### src/rtl/keccak_squeeze.sv
// keccak_squeeze: streams the rate portion of the sponge state out as W-bit
// words over a valid/ready interface. When more than one rate block of output
// is needed, it requests one zero-message core permutation for each further
// block.
//
// Parameters: R rate width (multiple of W), W word width, LENW length width.
// Ports:
//   clk, reset      clock, asynchronous active-low reset
//   start, out_len  begin a squeeze of out_len words (out_len==0 is ignored)
//   rate_in         rate portion of the sponge state, word 0 in the MSBs
//   perm_req        one-cycle request for one permutation
//   perm_done       core has updated its state
//   out_valid/out_ready/out_data/out_last  output word stream
//   busy            high whenever not idle
// Optional build macro: KECCAK_SQUEEZE_BSWAP_EN byte-reverses each out_data
// word into FIPS 202 lane byte order. Timing and control are unaffected.
//
// state  | meaning
// IDLE   | waiting for start with a non-zero length
// LOAD   | capturing rate_in into the word buffer
// STREAM | presenting buffer words to the consumer
// PERM   | waiting for the core to finish a zero-message permutation
module keccak_squeeze #(
  parameter int R    = 1088,
  parameter int W    = 64,
  parameter int LENW = 16
) (
  input  logic            clk,
  input  logic            reset,
  input  logic            start,
  input  logic [LENW-1:0] out_len,
  input  logic [R-1:0]    rate_in,
  output logic            perm_req,
  input  logic            perm_done,
  output logic            out_valid,
  input  logic            out_ready,
  output logic [W-1:0]    out_data,
  output logic            out_last,
  output logic            busy
);

  localparam int K  = R / W;
  localparam int IW = $clog2(K + 1);

  typedef enum logic [1:0] {IDLE, LOAD, STREAM, PERM} state_t;

  state_t          state;
  logic [R-1:0]    buffer;
  logic [IW-1:0]   idx;
  logic [LENW-1:0] remaining;
  logic [W-1:0]    word;

  // The buffer shifts left by one word per handshake, so the current word is
  // always the top slice; this keeps out_data straight off flops.
  assign word = buffer[R-1 -: W];

  always_ff @(posedge clk or negedge reset) begin
    if (!reset) begin
      state     <= IDLE;
      buffer    <= '0;
      idx       <= '0;
      remaining <= '0;
      out_valid <= 1'b0;
      perm_req  <= 1'b0;
    end else begin
      case (state)
        IDLE: begin
          if (start && (out_len != '0)) begin
            remaining <= out_len;
            state     <= LOAD;
          end
        end
        LOAD: begin
          buffer    <= rate_in;
          idx       <= '0;
          out_valid <= 1'b1;
          state     <= STREAM;
        end
        STREAM: begin
          if (out_ready) begin
            remaining <= remaining - LENW'(1);
            idx       <= idx + IW'(1);
            buffer    <= buffer << W;
            // Finishing the requested length takes priority over a block end.
            if (remaining == LENW'(1)) begin
              out_valid <= 1'b0;
              state     <= IDLE;
            end else if (idx == IW'(K - 1)) begin
              out_valid <= 1'b0;
              perm_req  <= 1'b1;
              state     <= PERM;
            end
          end
        end
        PERM: begin
          perm_req <= 1'b0;
          // perm_done coinciding with the request cycle is accepted.
          if (perm_done) state <= LOAD;
        end
        default: state <= IDLE;
      endcase
    end
  end

  assign out_last = out_valid && (remaining == LENW'(1));
  assign busy     = (state != IDLE);

`ifdef KECCAK_SQUEEZE_BSWAP_EN
  always_comb begin
    out_data = '0;
    for (int b = 0; b < W / 8; b++) out_data[8*b +: 8] = word[W-1-8*b -: 8];
  end
`else
  assign out_data = word;
`endif

endmodule

### config.mk
export PLATFORM = sky130hd
export DESIGN_NAME = keccak_squeeze
export DESIGN_NICKNAME = d
export VERILOG_FILES = /design/src/rtl/keccak_squeeze.sv
export SDC_FILE = /design/constraint.sdc
export NUM_CORES = 2
export LEC_CHECK = 0
export CAP_MARGIN = 20
export CORE_AREA = 3 3 455 457
export CTS_CLUSTER_DIAMETER = 100
export CTS_CLUSTER_SIZE = 8
export DETAILED_ROUTE_END_ITERATION = 7
export DIE_AREA = 0 0 458 460
export SETUP_SLACK_MARGIN = 0.2
export SLEW_MARGIN = 5
export SYNTH_ARGS = -nofsm -noshare
export SYNTH_HDL_FRONTEND = slang
export SYNTH_SLANG_ARGS = --single-unit
### constraint.sdc
create_clock -name clk -period 2.85 [get_ports clk]
set_input_delay 0.4275 -clock clk [delete_from_list [all_inputs] [get_ports clk]]
set_output_delay 0.4275 -clock clk [all_outputs]
set_load 0.01 [all_outputs]
==> flow_summary.json <==
{
  "cts_htree_levels": 4,
  "dpl.hpwl_um": 170000,
  "rr_endpoint": "buffer[714]",
  "synth_top_area_frac": 0.547,
  "top_level_ports": 1177,
  "critPathCaptureType": "output pin",
  "synth_commonest_cells": "sky130_fd_sc_hd__dfrtp_1, sky130_fd_sc_hd__nand2_1, sky130_fd_sc_hd__mux2i_1",
  "synth-async-reset-ratio": 1.00,
  "core_area_mm2": 0.204,
  "worstPathRequired_ns": 2.42,
  "cts_tree": "done",
  "port-buffer-count": 1176,
  "holdCritPathClass": "in -> reg",
  "p_leak_nw": 28.3,
  "netlist_instances": 4844,
  "synth_fp_nets": 5961,
  "power.density_mw_per_mm2": 1050,
  "final_instance_area_mm2": 0.0708,
  "status": "completed",
  "timing.max_slew.rel_slack": 0.492,
  "portion_of_the_post_synthesis_area_used_by_sequential_elements": 0.547,
  "max-clock-path-buffers": 3,
  "slew_worst_pin_ns": 0.762,
  "clk_pin_slew_worst_paths_ns": 0.06,
  "drtAntennaViolNets": 0,
  "critical_path.n_buffers_inverters": 2,
  "hold-worst-slack_ns": 0.237,
  "timing_worst_setup_path_type": "reg -> out",
  "die_width_um": 458,
  "setup_viol": 0,
  "slowest_stage": "sky130_fd_sc_hd__dfrtp_1",
  "unrepaired_setup_endpoints_after_global_routing": "yes",
  "via_count": 40200,
  "cp_data_arrival_time_ns": 2.15,
  "fraction_of_layout_instances_using_a_drive_strength_above_1": 0.0661,
  "area.growth.synth_to_final_pct": 39.0,
  "via_per_inst": 4.60,
  "totalWireLength_um": 213000,
  "hold_path_depth": 2,
  "post_drt_wl_per_cell_um": 24.4,
  "final-instance-count-excl-fill": 8728,
  "cp_cell_sequence": "nor4_2 > buf_4 > nand2b_4 > nor2_2 > and3_1 > buf_6",
  "worst_clock_skew_ns": 0.0608,
  "synth_flop_cell": "sky130_fd_sc_hd__dfrtp_1",
  "start_util": 0.250,
  "post-synth-top-area-cell": "sky130_fd_sc_hd__dfrtp_1",
  "postLayoutSetupSlackWorst_ns": 0.272,
  "num-nets-final": 7065,
  "cap_violations": 0,
  "critical-path-max-stage-delay_ns": 0.41,
  "synth.most_common_cell": "sky130_fd_sc_hd__dfrtp_1",
  "wire_length_of_the_first_global_routing_pass_um": 298000,
  "fmaxAchievable_mhz": 388,
  "clock_tree.root_cell": "sky130_fd_sc_hd__clkbuf_16",
  "worst_setup_path_start_kind": "register",
  "total_cts_buffers": 163,
  "reg2reg_slack_ns": 0.32,
  "holdCritStartpoint": "rate_in[38]",
  "drt_iter0_drc": 2877,
  "ys_seq_elements": 1113,
  "shortest_clock_period_the_worst_path_allows_after_layout_ns": 2.58,
  "final_hold_viol_count": 0,
  "globalRouteTotalUtil": 0.197,
  "die-height_um": 460,
  "numClockSinks": 1113,
  "synthesis.area_mm2": 0.0509,
  "synth-edff-count": 0,
  "irDropWorstVdd_uv": 648,
  "synth.distinct_cells": 49,
  "cp_delay_by_family_top": "simple AND/OR/NAND/NOR gates",
  "grt_max_degree": 124,
  "slew_violations": 0,
  "ff2ff_path_depth": 7,
  "timing.hold.worst_endpoint": "buffer[38]",
  "tcrit_tclk_final": 0.905,
  "global_route_congestion_overflow_total": 0,
  "detail_route.first_pass.iterations": 5,
  "worst_r2r_startpoint": "state[0]",
  "post_synth.cell_area_avg_um2": 10.5,
  "antenna_found_initial": 130,
  "post-place-ws_ns": 0.00415,
  "drc_errors": 0,
  "die_area_mm2": 0.211,
  "worstPathMaxFanout": 3,
  "globalplace.congestion": 0.909,
  "row_count": 166,
  "synth.area.top_cells": "sky130_fd_sc_hd__dfrtp_1, sky130_fd_sc_hd__mux2i_1, sky130_fd_sc_hd__nand2_1",
  "clock_latency_ns": 0.81,
  "first_global_vias": 40500,
  "numPlacedInstances": 8469,
  "synth.yosys.warnings": 0,
  "placed_area_mm2": 0.0660
}
worst reg2reg max path: cells and delay by family, from the launching register on:
family / cells / cell delay [ns]
buf+inv: 4 / 1.17
mux: 1 / 0.45
flops: 1 / 0.41
fa+ha+maj: 1 / 0.27
compound gates: 1 / 0.10
routing by layer:
metal / global-route usage / routed length, um
met5: 0 / 423
met4: 0.101 / 8940
met3: 0.0522 / 13500
met2: 0.330 / 105000
met1: 0.231 / 85700
cell type report:
class | instances | area [um2]
Antenna cell | 65 | 163
Clock buffer | 167 | 4120
Clock inverter | 25 | 479
Fill cell | 20700 | 133000
Inverter | 9 | 33.8
Multi-Input combinational cell | 3295 | 20900
Sequential cell | 1113 | 27900
Tap cell | 2688 | 3360
Timing Repair Buffer | 1366 | 13900
logic make-up (layout without fill, tap and decap cells):
logic type / Yosys count / count (layout) / share of synthesized area
other: 0 / 65 / 0
DFF: 1113 / 1113 / 0.547
and+or+nand+nor: 1117 / 1117 / 0.0856
adders and majority gates: 8 / 8 / 0.00197
muxes: 1026 / 1026 / 0.202
AOI/OAI and AO/OA: 1144 / 1144 / 0.119
buffers and inverters: 436 / 1567 / 0.0448
through the flow:
| step | utilization | total power [mW] | setup TNS, ns |
|---|---|---|---|
| 6_report | 0.347 | 74.5 | 0 |
| 5_1_grt | 0.347 | 80.0 | 0 |
| 3_3_place_gp | 0.323 | 56.0 | -0.0291 |
| 4_1_cts | 0.346 | 75.5 | 0 |
| 2_1_floorplan | - | 46.6 | 0 |
| 3_5_place_dp | 0.323 | 57.0 | 0 |
cells in the final DEF, fill, tap and decap left out, types with 4 or more instances in the layout:
master	count
sky130_fd_sc_hd__nand2_1	1050
sky130_fd_sc_hd__nor3_1	5
sky130_fd_sc_hd__mux2i_1	1025
sky130_fd_sc_hd__nand3_1	11
sky130_fd_sc_hd__ha_1	7
sky130_fd_sc_hd__buf_12	55
sky130_fd_sc_hd__bufinv_16	4
sky130_fd_sc_hd__nand4b_1	4
sky130_fd_sc_hd__dfrtp_1	1113
sky130_fd_sc_hd__a311oi_1	6
sky130_fd_sc_hd__diode_2	65
sky130_fd_sc_hd__a22o_1	66
sky130_fd_sc_hd__inv_6	4
sky130_fd_sc_hd__buf_4	133
sky130_fd_sc_hd__o21ai_1	267
sky130_fd_sc_hd__clkbuf_16	164
sky130_fd_sc_hd__nor2_1	12
sky130_fd_sc_hd__clkinv_16	7
sky130_fd_sc_hd__inv_1	8
sky130_fd_sc_hd__o21ai_0	776
sky130_fd_sc_hd__a21oi_1	12
sky130_fd_sc_hd__clkdlybuf4s50_1	1173
what timing repair did:
action | in CTS | in global routing
hold buffers | 1 | 0
resized for setup | 10 | 3
cloned | 0 | 0
endpoints found under the setup margin | 2 | 2
pin swaps | 2 | 2
endpoints found under the hold margin | 178 | 0
setup buffers | 0 | 1
where the power goes:
group / switching (mW) / internal [mW]
registers: 5.72 / 23.9
clock network: 7.45 / 10.6
logic: 15.3 / 11.5
flip-flops by register name, summed over array words and instances, names as in the netlist:
name       count
perm_req       1
remaining     16
out_valid      1
buffer      1088
idx            5
state          2
how the worst max path moves through the flow:
stage / from / end / cells past startpoint
5_1_grt: remaining[10] / out_last / 6
3_5_place_dp: out_len[14] / remaining[4] / 6
6_report: remaining[10] / out_last / 6
3_3_place_gp: out_len[14] / remaining[8] / 6
4_1_cts: remaining[9] / out_last / 6
2_1_floorplan: state[0] / buffer[829] / 13
No activity file was read; power rests on OpenSTA's default activity.
